$ cat src/rtl/mc_pkg.sv
// Shared encodings for the multicycle controller: states, opcodes and datapath selects.
// The optional BNE state and opcode exist only when MULTICYCLE_BNE_EN is defined.
package mc_pkg;

    typedef enum logic [3:0] {
        S_FETCH  = 4'd0,
        S_DECODE = 4'd1,
        S_MEMADR = 4'd2,
        S_MEMRD  = 4'd3,
        S_MEMWB  = 4'd4,
        S_MEMWR  = 4'd5,
        S_EXEC   = 4'd6,
        S_ALUWB  = 4'd7,
        S_BEQ    = 4'd8,
        S_ADDIEX = 4'd9,
        S_ADDIWB = 4'd10,
        S_JUMP   = 4'd11
`ifdef MULTICYCLE_BNE_EN
        , S_BNE  = 4'd12
`endif
    } state_t;

    localparam logic [5:0] OP_LW    = 6'b100011;
    localparam logic [5:0] OP_SW    = 6'b101011;
    localparam logic [5:0] OP_RTYPE = 6'b000000;
    localparam logic [5:0] OP_BEQ   = 6'b000100;
    localparam logic [5:0] OP_ADDI  = 6'b001000;
    localparam logic [5:0] OP_J     = 6'b000010;
`ifdef MULTICYCLE_BNE_EN
    localparam logic [5:0] OP_BNE   = 6'b000101;
`endif

    localparam logic [1:0] SRCB_REG   = 2'b00;
    localparam logic [1:0] SRCB_FOUR  = 2'b01;
    localparam logic [1:0] SRCB_IMM   = 2'b10;
    localparam logic [1:0] SRCB_BROFF = 2'b11;

    localparam logic [1:0] PC_ALU    = 2'b00;
    localparam logic [1:0] PC_BRANCH = 2'b01;
    localparam logic [1:0] PC_JUMP   = 2'b10;

    localparam logic [1:0] ALUOP_ADD   = 2'b00;
    localparam logic [1:0] ALUOP_SUB   = 2'b01;
    localparam logic [1:0] ALUOP_FUNCT = 2'b10;

endpackage

$ cat src/rtl/multicycle_outdec.sv
// Moore output decoder for the multicycle controller; only fetch handshakes and
// branch resolution look at inputs. BNE decoding is present with MULTICYCLE_BNE_EN.
module multicycle_outdec
    import mc_pkg::*;
(
    input  logic [3:0] state,
    input  logic       mem_ready,
    input  logic       zero,
    output logic       pcen,
    output logic       irwrite,
    output logic       regwrite,
    output logic       memwrite,
    output logic       iord,
    output logic       alusrca,
    output logic       regdst,
    output logic       memtoreg,
    output logic [1:0] alusrcb,
    output logic [1:0] pcsrc,
    output logic [1:0] aluop
);

    logic pcwrite;
    logic branch;
    logic branch_n;

    always_comb begin
        pcwrite  = 1'b0;
        branch   = 1'b0;
        branch_n = 1'b0;
        irwrite  = 1'b0;
        regwrite = 1'b0;
        memwrite = 1'b0;
        iord     = 1'b0;
        alusrca  = 1'b0;
        regdst   = 1'b0;
        memtoreg = 1'b0;
        alusrcb  = SRCB_REG;
        pcsrc    = PC_ALU;
        aluop    = ALUOP_ADD;
        case (state_t'(state))
            // Instruction register and PC only move once memory delivers the word
            S_FETCH: begin
                alusrcb = SRCB_FOUR;
                irwrite = mem_ready;
                pcwrite = mem_ready;
            end
            S_DECODE: alusrcb = SRCB_BROFF;
            S_MEMADR, S_ADDIEX: begin
                alusrca = 1'b1;
                alusrcb = SRCB_IMM;
            end
            S_MEMRD: iord = 1'b1;
            S_MEMWB: begin
                regwrite = 1'b1;
                memtoreg = 1'b1;
            end
            S_MEMWR: begin
                iord     = 1'b1;
                memwrite = 1'b1;
            end
            S_EXEC: begin
                alusrca = 1'b1;
                aluop   = ALUOP_FUNCT;
            end
            S_ALUWB: begin
                regwrite = 1'b1;
                regdst   = 1'b1;
            end
            S_BEQ: begin
                alusrca = 1'b1;
                aluop   = ALUOP_SUB;
                pcsrc   = PC_BRANCH;
                branch  = 1'b1;
            end
            S_ADDIWB: regwrite = 1'b1;
            S_JUMP: begin
                pcsrc   = PC_JUMP;
                pcwrite = 1'b1;
            end
`ifdef MULTICYCLE_BNE_EN
            S_BNE: begin
                alusrca  = 1'b1;
                aluop    = ALUOP_SUB;
                pcsrc    = PC_BRANCH;
                branch_n = 1'b1;
            end
`endif
            default: ;
        endcase
    end

    // zero feeds pcen directly so a branch resolves in the same cycle
    assign pcen = pcwrite | (branch & zero) | (branch_n & ~zero);

endmodule

$ cat src/rtl/multicycle_ctrl.sv
// Multicycle CPU control FSM: state register and next-state logic; outputs come from
// multicycle_outdec. Define MULTICYCLE_BNE_EN to add the BNE instruction.
module multicycle_ctrl
    import mc_pkg::*;
#(
    parameter int STATE_W = 4
) (
    input  logic               clk,
    input  logic               reset,
    input  logic [5:0]         opcode,
    input  logic               zero,
    input  logic               mem_ready,
    output logic               pcen,
    output logic               irwrite,
    output logic               regwrite,
    output logic               memwrite,
    output logic               iord,
    output logic               alusrca,
    output logic               regdst,
    output logic               memtoreg,
    output logic [1:0]         alusrcb,
    output logic [1:0]         pcsrc,
    output logic [1:0]         aluop,
    output logic               illegal,
    output logic [STATE_W-1:0] state
);

    state_t cur;
    state_t nxt;
    logic   bad_op;
    logic   ready_gated;

    always_ff @(posedge clk or posedge reset) begin
        if (reset) cur <= S_FETCH;
        else       cur <= nxt;
    end

    always_comb begin
        nxt    = cur;
        bad_op = 1'b0;
        case (cur)
            S_FETCH:  if (mem_ready) nxt = S_DECODE;
            S_DECODE: begin
                case (opcode)
                    OP_LW, OP_SW: nxt = S_MEMADR;
                    OP_RTYPE:     nxt = S_EXEC;
                    OP_BEQ:       nxt = S_BEQ;
                    OP_ADDI:      nxt = S_ADDIEX;
                    OP_J:         nxt = S_JUMP;
`ifdef MULTICYCLE_BNE_EN
                    OP_BNE:       nxt = S_BNE;
`endif
                    default: begin
                        bad_op = 1'b1;
                        nxt    = S_FETCH;
                    end
                endcase
            end
            // The instruction register holds the opcode stable through the instruction
            S_MEMADR: nxt = (opcode == OP_SW) ? S_MEMWR : S_MEMRD;
            S_MEMRD:  if (mem_ready) nxt = S_MEMWB;
            S_MEMWR:  if (mem_ready) nxt = S_FETCH;
            S_EXEC:   nxt = S_ALUWB;
            S_ADDIEX: nxt = S_ADDIWB;
            default:  nxt = S_FETCH;
        endcase
    end

    // Reset parks the FSM in FETCH; masking mem_ready keeps FETCH's strobes quiet too
    assign ready_gated = mem_ready & ~reset;
    assign illegal     = bad_op;
    assign state       = STATE_W'(cur);

    multicycle_outdec u_outdec (
        .state     (cur),
        .mem_ready (ready_gated),
        .zero      (zero),
        .pcen      (pcen),
        .irwrite   (irwrite),
        .regwrite  (regwrite),
        .memwrite  (memwrite),
        .iord      (iord),
        .alusrca   (alusrca),
        .regdst    (regdst),
        .memtoreg  (memtoreg),
        .alusrcb   (alusrcb),
        .pcsrc     (pcsrc),
        .aluop     (aluop)
    );

endmodule

$ cat config.mk
export PLATFORM = sky130hd
export DESIGN_NAME = multicycle_ctrl
export DESIGN_NICKNAME = d
export VERILOG_FILES = /design/src/rtl/mc_pkg.sv /design/src/rtl/multicycle_outdec.sv /design/src/rtl/multicycle_ctrl.sv
export SDC_FILE = /design/constraint.sdc
export NUM_CORES = 1
export LEC_CHECK = 0
export BUFFER_PORTS_ARGS = -buffer_cell sky130_fd_sc_hd__buf_2
export CAP_MARGIN = 15
export CORE_MARGIN = 2
export CORE_UTILIZATION = 39
export CTS_CLUSTER_SIZE = 8
export DETAILED_ROUTE_END_ITERATION = 6
export GPL_TIMING_DRIVEN = 0
export PLACE_DENSITY = 0.73
export SLEW_MARGIN = 25
export SYNTH_ARGS = -nofsm -noshare
export SYNTH_HDL_FRONTEND = slang
export SYNTH_SLANG_ARGS = --single-unit
$ cat constraint.sdc
create_clock -name clk -period 1.3 [get_ports clk]
set_input_delay 0.26 -clock clk [delete_from_list [all_inputs] [get_ports clk]]
set_output_delay 0.26 -clock clk [all_outputs]
set_load 0.05 [all_outputs]
Word-level counts from Yosys, hierarchy flattened. Index checks and enable logic that the tools add are counted.

Flip-flop bits (word level): 4. Bits in latches: 0. Memory bits (writable): 0. ROM bits: 0. Input port bits: 10. Output and inout bits: 19. Word-level logic and storage cells: 53. Memories kept: 0.

Add/sub/neg operators: 0. Multiply operators: 0. Divide/modulo/power cells: 0. Magnitude comparators: 0. Equality and inequality tests: 19. Shift-type cells: 0. Mux-type cells: 20. Bitwise operators: 4. Reduce and logical (&&, ||, !) cells: 9.

Operators with widths (number): $pmux 4 s7 (1); $pmux 4 s5 (1); $eq 4x3->1 const B (4); $eq 4x4->1 const B (4); $eq 6x6->1 const B (2); $mux 4 (3); $mux 1 (10); $eq 4x2->1 const B (2); $pmux 2 s2 (2); $eq 6x2->1 const B (1); $eq 6x3->1 const B (1); $eq 6x4->1 const B (1); $logic_not 6->1 (1); $ne 2x2->1 const B (3); $pmux 2 s3 (1); $reduce_or 2->1 (3); $reduce_or 6->1 (1); $eq 4x1->1 const B (1); $logic_not 4->1 (1); $reduce_or 4->1 (1); $mux 3 (1); $reduce_and 3->1 (1); $reduce_or 3->1 (1); $and 1x1->1 (2); 3 further kinds (3).

Longest topological paths before layout. Gate-level depths: netlist of run 1.

Word-level depth: 4. Gate-level depth with buffers: 5. Depth with buffers taken out: 4.

Modules after synthesis. A second synthesis of run 1 with hierarchy kept.

Cell total of the unflattened synthesis: 71. Area total of the unflattened synthesis: 519.2 um^2.

Modules (own cells, without submodules): multicycle_ctrl (instances 1, cells an instance 43, area each 344.1 um^2, seq. area each 100.1 um^2); multicycle_outdec (instances 1, cells an instance 28, area each 175.2 um^2, seq. area each 0.0 um^2).

Worst setup path before layout of run 1. No wires, ideal clock.

Kind: register to output. From: reg cur[1], in the netlist state[1]. To: out pcen. Arrival time: 2.609 ns. Required time: 1.040 ns. Setup slack: -1.569 ns. Stages on the path, launching flop included: 5. Path buffers: 1. Cell sequence: dfrtp_1 > buf_4 > nand2b_1 > nor3_1 > a211o_1.

Word-level cells in the longest chain between the ends: 4. Elaborated cells on any way between the ends: 7. Those cells by class: eq/ne (2); mux (2); bitwise (2); reduce/logical (1).

Ends and longest elaborated chain: from (decl) (line multicycle_ctrl.sv:28) `state_t cur;`; from (signal assigned) (line multicycle_ctrl.sv:35) `else cur <= nxt;`; $eq 4x4->1 (line multicycle_outdec.sv:40) `case (state_t'(state))`; $mux 1 (line multicycle_outdec.sv:40); $and 1x1->1 (line multicycle_outdec.sv:93) `assign pcen = pcwrite | (branch & zero) | (branch_n & ~zero);`; $or 1x1->1 * (line multicycle_outdec.sv:93); to (decl) (line multicycle_ctrl.sv:13) `output logic pcen,`.

Mark *: on every way between the ends. The rest lies on a longest branch, timed or not.

Final worst setup path of run 1.
From: reg cur[3], in the netlist state[3]. To: out illegal.

Word-level cells in the longest chain between the ends: 2.

Ends and longest elaborated chain: $eq 4x1->1 (line multicycle_ctrl.sv:41) `case (cur)`; $mux 1 (line multicycle_ctrl.sv:41); to (decl) (line multicycle_ctrl.sv:24) `output logic illegal,`.

No other way between the ends.

==> results of run 1 <==
## where the power goes
group,leakage [nW],internal (mW),switching [mW]
registers,0.0476,0.169,0.0688
clock network,0.0138,0.105,0.0717
logic,0.522,1.20,1.45
## routing by layer
| metal | track usage [%] | vias to the layer above | wire length, µm |
|---|---|---|---|
| met5 | 0 | - | 0 |
| met4 | 9.38 | 0 | 240 |
| met3 | 1.72 | 34 | 519 |
| met2 | 54.4 | 116 | 1620 |
| met1 | 40.7 | 453 | 1210 |
| li1 | - | 377 | - |
## kinds of logic after synthesis
group           share of synthesized area (%)
simple gates                             40.2
compound gates                           27.2
buf+inv                                  10.4
flops                                    17.7
xor+xnor                                 4.64
## path summary, 6_finish.rpt
check                           end  slack (ns)  depth (start not counted)
hold / removal             state[3]        0.41                          4
max in group asynchronous  state[1]        0.58                          3
min in group asynchronous  state[0]        0.50                          3
setup / recovery            illegal       -0.62                          5
setup reg to reg           state[1]       -0.33                          7
hold reg to reg            state[1]        0.73                          3
## synthesized netlist by cell type, drive strengths merged (3+ instances only)
cell	count	area share [%]
a21oi	3	2.6
and3	4	5.3
buf	6	7.7
dfrtp	4	18
inv	4	2.6
nand2	4	2.6
nand2b	5	5.5
nor2	8	5.7
nor3	6	5.3
o21ai	7	6.2
xor2	3	4.6
## timing repair
action,in CTS,in global routing
gates resized for setup,49,18
hold endpoints to repair,4,0
setup endpoints to repair,16,20
setup buffers,18,7
hold buffers,1,0
pin swaps,8,12
## worst reg2reg max path: cells and delay by family (launching register included)
family / cells / cell delay (ns)
and+or+nand+nor: 3 / 0.51
buffers and inverters: 3 / 0.39
AOI/OAI and AO/OA: 1 / 0.21
DFF: 1 / 0.42
## layout make-up
| type | count | area [µm²] |
|---|---|---|
| multi-input combinational | 60 | 567 |
| fill | 26 | 47.5 |
| clock buffer | 3 | 22.5 |
| timing repair buffer | 53 | 500 |
| tap | 15 | 18.8 |
| sequential | 4 | 105 |
| buffer | 4 | 57.6 |
| inverter | 4 | 15.0 |
==> impl_metrics.json, run 1 <==
{
  "slowest_stage": "dfrtp_2",
  "drc": 0,
  "power_density_nw_per_um2": 2380,
  "worstHoldStart": "opcode[4]",
  "min_path_type": "primary input to flop",
  "clock_path_buffers": 2,
  "maxClockFrequency_ghz": 0.520,
  "clk_pin_slew_worst_paths_ns": 0.05,
  "endpoint_kind": "output pin",
  "syn_inst": 74,
  "cp-start-kind": "flop",
  "avgSynthCellArea_um2": 7.66,
  "clk_latency_ns": 0.26,
  "largest_register_ffs": 4,
  "finalSetupTns_ns": -7.84,
  "outcome": "complete, but fails checks",
  "grt_pass1_vias": 814,
  "die-area_um2": 1770,
  "cts_buffers": 3,
  "cp_top_family": "simple AND/OR/NAND/NOR gates",
  "postLayoutCellArea_um2": 1290,
  "antenna_found_initial": 0,
  "syn_area_um2": 567,
  "cts_tree": "yes",
  "track_usage_pct": 31.0,
  "syn2layout_area_growth_pct": 127,
  "numPortBuffers": 27,
  "grt_max_degree": 9,
  "utilization_pct": 96.4,
  "die_w_um": 42.1,
  "routedWlPerCell_um": 25.0,
  "rsz0062_at_grt": "yes",
  "cts_sinks": 4,
  "place_ws_ns": -0.467,
  "layout-drive-gt1-share_pct": 73.4,
  "drt_iter0_markers": 91,
  "total_power_mw": 3.06,
  "violations": "negative setup slack",
  "wl_um": 3580,
  "syn-num-nets": 84,
  "core_area_um2": 1330,
  "final_nets": 140,
  "critPathKind": "flop to output pin",
  "crit_buf_inv": 2,
  "place_inst": 116,
  "grt.overflow.total": 0,
  "synthDistinctLibCells": 35,
  "slew_violations": 0,
  "final-setup-viol-count": 20,
  "hold_ws_ns": 0.409,
  "via_per_inst": 6.85,
  "skew_ns": 0.0161,
  "ys_seq_area_share_pct": 17.7,
  "synth-seq-cells": 4,
  "maxCapViolCount": 0,
  "cts_root_buffer": "clkbuf_4",
  "fp.dieH_um": 42.1,
  "htree_levels": 1,
  "num_vias": 980,
  "crit_fanout": 5,
  "dr.pass1.iters": 5,
  "final.min_clock_period_ns": 1.92,
  "worst_ep_arrival_time_ns": 1.66,
  "maxSlewHeadroom_pct": 77.1,
  "required_ns": 1.04,
  "period_share_pct": 148,
  "place_area_um2": 861,
  "max-vdd-ir-drop_mv": 1.75,
  "ioPinCount": 29,
  "yosys_warnings": 0,
  "reg2reg_from": "state[3]",
  "p_leak_nw": 0.583,
  "async_flop_share_pct": 100,
  "finalWorstSetupSlack_ns": -0.624,
  "place_hpwl_um": 1240,
  "fin_cells": 143,
  "tightest_slew_ns": 0.340,
  "grt_pass1_wl_um": 4280,
  "start_util_pct": 42.5,
  "ys.flop_type": "dfrtp_1",
  "antenna_cells": 0,
  "cpPeakStageDelay_ns": 0.42,
  "postRouteAntennaNets": 0,
  "path_cells": "buf_6, or2_4, nor3b_2, and3_4, buf_8",
  "place_congestion": 0.869,
  "cp-startpoint": "state[3]",
  "hold_violations": 0,
  "rows": 13,
  "layout_commonest_cell": "buf_6",
  "mostFrequentLayoutCells": "buf_6 (20), buf_4 (15), buf_2 (11)",
  "synth_edf_count": 0
}
Note: power is estimated with default switching activity, not from simulation.
==> inputs of run 2 (changes only) <==
==> config.mk (replaced) <==
export PLATFORM = sky130hd
export DESIGN_NAME = multicycle_ctrl
export DESIGN_NICKNAME = d
export VERILOG_FILES = /design/src/rtl/mc_pkg.sv /design/src/rtl/multicycle_outdec.sv /design/src/rtl/multicycle_ctrl.sv
export SDC_FILE = /design/constraint.sdc
export NUM_CORES = 1
export LEC_CHECK = 0
export CAP_MARGIN = 15
export CORE_AREA = 2 2 39 41
export CTS_BUF_LIST = sky130_fd_sc_hd__clkbuf_16
export CTS_CLUSTER_SIZE = 8
export DETAILED_ROUTE_END_ITERATION = 6
export DIE_AREA = 0 0 41 43
export DONT_BUFFER_PORTS = 1
export GPL_TIMING_DRIVEN = 0
export SYNTH_ARGS = -nofsm -noshare
export SYNTH_HDL_FRONTEND = slang
export SYNTH_SLANG_ARGS = --single-unit
==> impl_metrics.json, run 2 (synthesis gave the netlist of run 1 again) <==
{
  "fillers": 116,
  "place_area_um2": 727,
  "place_congestion": 0.815,
  "start_util_pct": 41.0,
  "crit_end": "pcen",
  "crit_buf_inv": 1,
  "maxCapViolCount": 0,
  "power_density_nw_per_um2": 2610,
  "place_inst": 90,
  "die_w_um": 41,
  "layout-drive-gt1-share_pct": 60.7,
  "die-area_um2": 1760,
  "clk_latency_ns": 0.23,
  "place_hpwl_um": 1150,
  "place_ws_ns": -0.953,
  "maxSlewHeadroom_pct": 47.2,
  "violations": "negative setup slack",
  "core_area_um2": 1380,
  "cts_sinks": 4,
  "antenna_found_initial": 0,
  "htree_levels": 1,
  "endpoint_kind": "output pin",
  "reg2reg_depth": 8,
  "cts_tree": "yes",
  "num_vias": 660,
  "rsz0062_at_grt": "yes",
  "postRouteAntennaNets": 0,
  "p_leak_nw": 0.381,
  "cp-start-kind": "flop",
  "routedWlPerCell_um": 19.0,
  "ioPinCount": 29,
  "crit_fanout": 3,
  "worst_ep_arrival_time_ns": 2.13,
  "layout_commonest_cell": "buf_6",
  "grt.overflow.total": 0,
  "path_cells": "buf_6, or2_4, nor4b_4, a211o_4",
  "total_power_mw": 2.57,
  "tightest_slew_ns": 0.789,
  "grt_pass1_vias": 650,
  "multi_input_area_um2": 572,
  "hold_violations": 0,
  "via_per_inst": 6.29,
  "outcome": "complete, but fails checks",
  "slowest_stage": "nor4b_4",
  "hold_ws_ns": 0.313,
  "cpPeakStageDelay_ns": 0.68,
  "maxClockFrequency_ghz": 0.418,
  "critPathKind": "flop to output pin",
  "cp-startpoint": "state[3]",
  "largest_register_ffs": 4,
  "postLayoutCellArea_um2": 986,
  "slew_violations": 0,
  "drc": 0,
  "reg2reg_from": "state[3]",
  "utilization_pct": 71.2,
  "wl_um": 2000,
  "cts_buffers": 3,
  "clk_pin_slew_worst_paths_ns": 0.03,
  "clock_path_buffers": 2,
  "skew_ns": 0.00282,
  "finalWorstSetupSlack_ns": -1.09,
  "dr.pass1.iters": 4,
  "cp_top_family": "simple AND/OR/NAND/NOR gates",
  "track_usage_pct": 25.9,
  "final-setup-viol-count": 19,
  "cts_root_buffer": "clkbuf_16",
  "mostFrequentLayoutCells": "buf_6 (11), o21ai_0 (5), nor2_4 (5)",
  "final_nets": 101,
  "grt_max_degree": 11,
  "rows": 14,
  "antenna_cells": 0,
  "regToRegSetupSlack_ns": -0.52,
  "period_share_pct": 184,
  "path_depth": 4,
  "numPortBuffers": 0,
  "layout.area.seq_um2": 105,
  "fin_cells": 105,
  "finalSetupTns_ns": -12.25,
  "required_ns": 1.04,
  "reg2reg_to": "state[1]",
  "min_path_type": "primary input to flop",
  "syn2layout_area_growth_pct": 74.0,
  "max-vdd-ir-drop_mv": 1.36,
  "final.min_clock_period_ns": 2.39,
  "grt_pass1_wl_um": 3060,
  "fp.dieH_um": 43,
  "drt_iter0_markers": 27
}
==> run 2: cell count changes in the layout (fill, tap and decap cells not counted), moves of 3 or more <==
cell | before | now
buf_2 | 11 | 0
buf_4 | 15 | 4
buf_6 | 20 | 11
buf_8 | 9 | 1
clkbuf_16 | 0 | 3
clkbuf_4 | 3 | 0
==> run 2: cell type report <==
class | instances | share of cell area (%)
plain buffers | 6 | 8.12
clock buffers | 3 | 7.61
inverters | 4 | 1.52
multi-input cells | 60 | 58.0
flip-flops and latches | 4 | 10.7
well taps | 16 | 2.03
repair buffers | 12 | 12.1
==> run 2: worst min-delay path: cells and delay by family <==
| family | cells | cell delay [ns] |
|---|---|---|
| AND/OR/NAND/NOR | 2 | 0.13 |
| AO/OA/AOI/OAI | 1 | 0.09 |
==> run 2: timing repair <==
| item | in CTS | in global routing |
|---|---|---|
| buffers inserted | 10 | 1 |
| endpoints found under the setup margin | 19 | 19 |
| endpoints found under the hold margin | 4 | 0 |
| pin swaps | 13 | 4 |
| hold buffers | 1 | 0 |
| gates resized for setup | 22 | 1 |
==> run 2: layer usage <==
layer / vias to the layer above / GRT usage (%) / part of all wire (%)
met5: - / 0 / 0
met4: 0 / 12.7 / 1.5
met3: 5 / 1.57 / 5.8
met2: 38 / 40.3 / 52
met1: 318 / 34.3 / 41
li1: 299 / - / -
==> run 2: how the worst min path moves through the flow <==
| stage | start | endpoint | slack (ns) | cells after the start |
|---|---|---|---|---|
| 2_1_floorplan | reset | state[0] | 0.03 | 1 |
| 3_3_place_gp | reset | state[0] | 0.04 | 1 |
| 3_5_place_dp | reset | state[0] | 0.05 | 1 |
| 4_1_cts | opcode[4] | state[1] | 0.31 | 3 |
| 5_1_grt | opcode[4] | state[1] | 0.31 | 3 |
| 6_report | opcode[4] | state[1] | 0.31 | 3 |
==> run 2: report_power, final <==
part	internal (mW)	switching, mW
logic	0.698	1.04
registers	0.167	0.190
clock network	0.393	0.0885
==> inputs of run 3 (changes only) <==
==> constraint.sdc (replaced) <==
create_clock -name clk -period 2.8 [get_ports clk]
set_input_delay 0.56 -clock clk [delete_from_list [all_inputs] [get_ports clk]]
set_output_delay 0.56 -clock clk [all_outputs]
set_load 0.05 [all_outputs]
==> impl_metrics.json, run 3 (synthesis gave the netlist of run 1 again) <==
{
  "drc": 0,
  "total_power_mw": 0.902,
  "grt.overflow.total": 0,
  "grt_max_degree": 11,
  "crit_fanout": 10,
  "final_nets": 91,
  "core_area_um2": 1380,
  "slowest_stage": "nor2_1",
  "final.min_clock_period_ns": 2.76,
  "final-setup-viol-count": 0,
  "p_leak_nw": 0.297,
  "antenna_cells": 0,
  "busiest_layer": "met2",
  "clk_pin_slew_worst_paths_ns": 0.03,
  "skew_ns": 0.000356,
  "grtUsageMet1_pct": 27.7,
  "met3_usage_pct": 6.28,
  "maxClockFrequency_ghz": 0.362,
  "numPortBuffers": 0,
  "postRouteAntennaNets": 0,
  "fp.dieH_um": 43,
  "hold_violations": 0,
  "maxCapViolCount": 0,
  "fillers": 142,
  "cp-startpoint": "state[2]",
  "cts_setup_buffers": 0,
  "grt_pass1_vias": 551,
  "die_w_um": 41,
  "place_hpwl_um": 1110,
  "slew_violations": 0,
  "reg2reg_from": "state[2]",
  "cts_root_buffer": "clkbuf_16",
  "regToRegSetupSlack_ns": 1.14,
  "crit_end": "regdst",
  "outcome": "finished clean",
  "tightest_slew_ns": 1.05,
  "hold_ws_ns": 0.115,
  "maxSlewHeadroom_pct": 30.1,
  "max-vdd-ir-drop_mv": 0.774,
  "utilization_pct": 51.6,
  "place_area_um2": 607,
  "power_density_nw_per_um2": 1260,
  "die-area_um2": 1760,
  "rsz0062_at_grt": "no",
  "clock_path_buffers": 2,
  "min_path_type": "primary input to async pin",
  "ioPinCount": 29,
  "cts_sinks": 4,
  "required_ns": 2.24,
  "reg2reg_to": "state[0]",
  "wl_um": 1540,
  "worst_ep_arrival_time_ns": 2.20,
  "start_util_pct": 41.0,
  "reg2reg_depth": 5,
  "drt_iter0_markers": 10,
  "mostFrequentLayoutCells": "o21ai_0 (6), nor2_1 (6), nor3_1 (5), nand2b_1 (5)",
  "grt_pass1_wl_um": 2390,
  "place_congestion": 0.821,
  "finalSetupTns_ns": 0,
  "htree_levels": 1,
  "period_share_pct": 98.7,
  "dr.pass1.iters": 4,
  "cpPeakStageDelay_ns": 0.72,
  "cp-start-kind": "flop",
  "num_vias": 565,
  "rows": 14,
  "endpoint_kind": "output pin",
  "critPathKind": "flop to output pin",
  "clk_latency_ns": 0.22,
  "met2_usage_pct": 30.0,
  "cts_buffers": 3,
  "postLayoutCellArea_um2": 714,
  "layout-drive-gt1-share_pct": 29.1,
  "cts_tree": "yes",
  "via_per_inst": 5.95,
  "routedWlPerCell_um": 16.2,
  "cts-hold-fix-buffers": 0,
  "syn2layout_area_growth_pct": 26.0,
  "antenna_found_initial": 0,
  "track_usage_pct": 19.8,
  "largest_register_ffs": 4,
  "path_cells": "buf_4, buf_2, nand2_1, nor2_1"
}
[run 3: cell count changes in the layout (fill, tap and decap cells not counted), moves of 3 or more]
cell,previous run,this run
and3_1,0,3
nor2_1,2,6
buf_6,11,3
nand2b_1,2,5
nor2_4,5,1
and3_4,4,1
[run 3: layer usage]
layer,vias to the layer above,part of all wire (%)
met4,0,0
met3,0,8.8
met1,262,40
met2,26,51
li1,277,-
met5,-,0
[run 3: cell type report]
type | instances | area [µm²] | area share (%)
flip-flops and latches | 4 | 103 | 14.4
plain buffers | 6 | 51.3 | 7.18
multi-input cells | 60 | 435 | 60.9
inverters | 4 | 15.0 | 2.10
clock buffers | 3 | 75.1 | 10.5
repair buffers | 2 | 15.0 | 2.10
well taps | 16 | 20.0 | 2.80
[run 3: worst max-delay path, delay by kind of cell (launching register included)]
family        cells  cell delay (ns)
buf+inv           2             0.52
flops             1             0.62
simple gates      2             0.84
[run 3: worst min-delay path by stage]
stage / endpoint / depth (start not counted)
finish: state[2] / 1
global route: state[1] / 1
CTS: state[1] / 1
detailed placement: state[0] / 1
global placement: state[0] / 1
floorplan: state[0] / 1
[run 3: report_power, final]
group	total [mW]	leakage (nW)	switching (mW)	internal [mW]
Combinational	0.524	0.209	0.374	0.149
Sequential	0.158	0.0504	0.0825	0.0754
Clock	0.220	0.0370	0.0380	0.182
[run 3: repair_timing]
item | CTS | global route
pin swaps | 2 | 1
endpoints found under the setup margin | 3 | 2
gates cloned | 0 | 0
resized for setup | 8 | 1
[run 3: through the flow]
stage	instances	setup WS, ns
2_1_floorplan	74	0.0462
3_3_place_gp	90	-0.0113
3_5_place_dp	92	-0.0155
4_1_cts	95	0.0165
5_1_grt	95	0.00564
6_report	95	0.0362
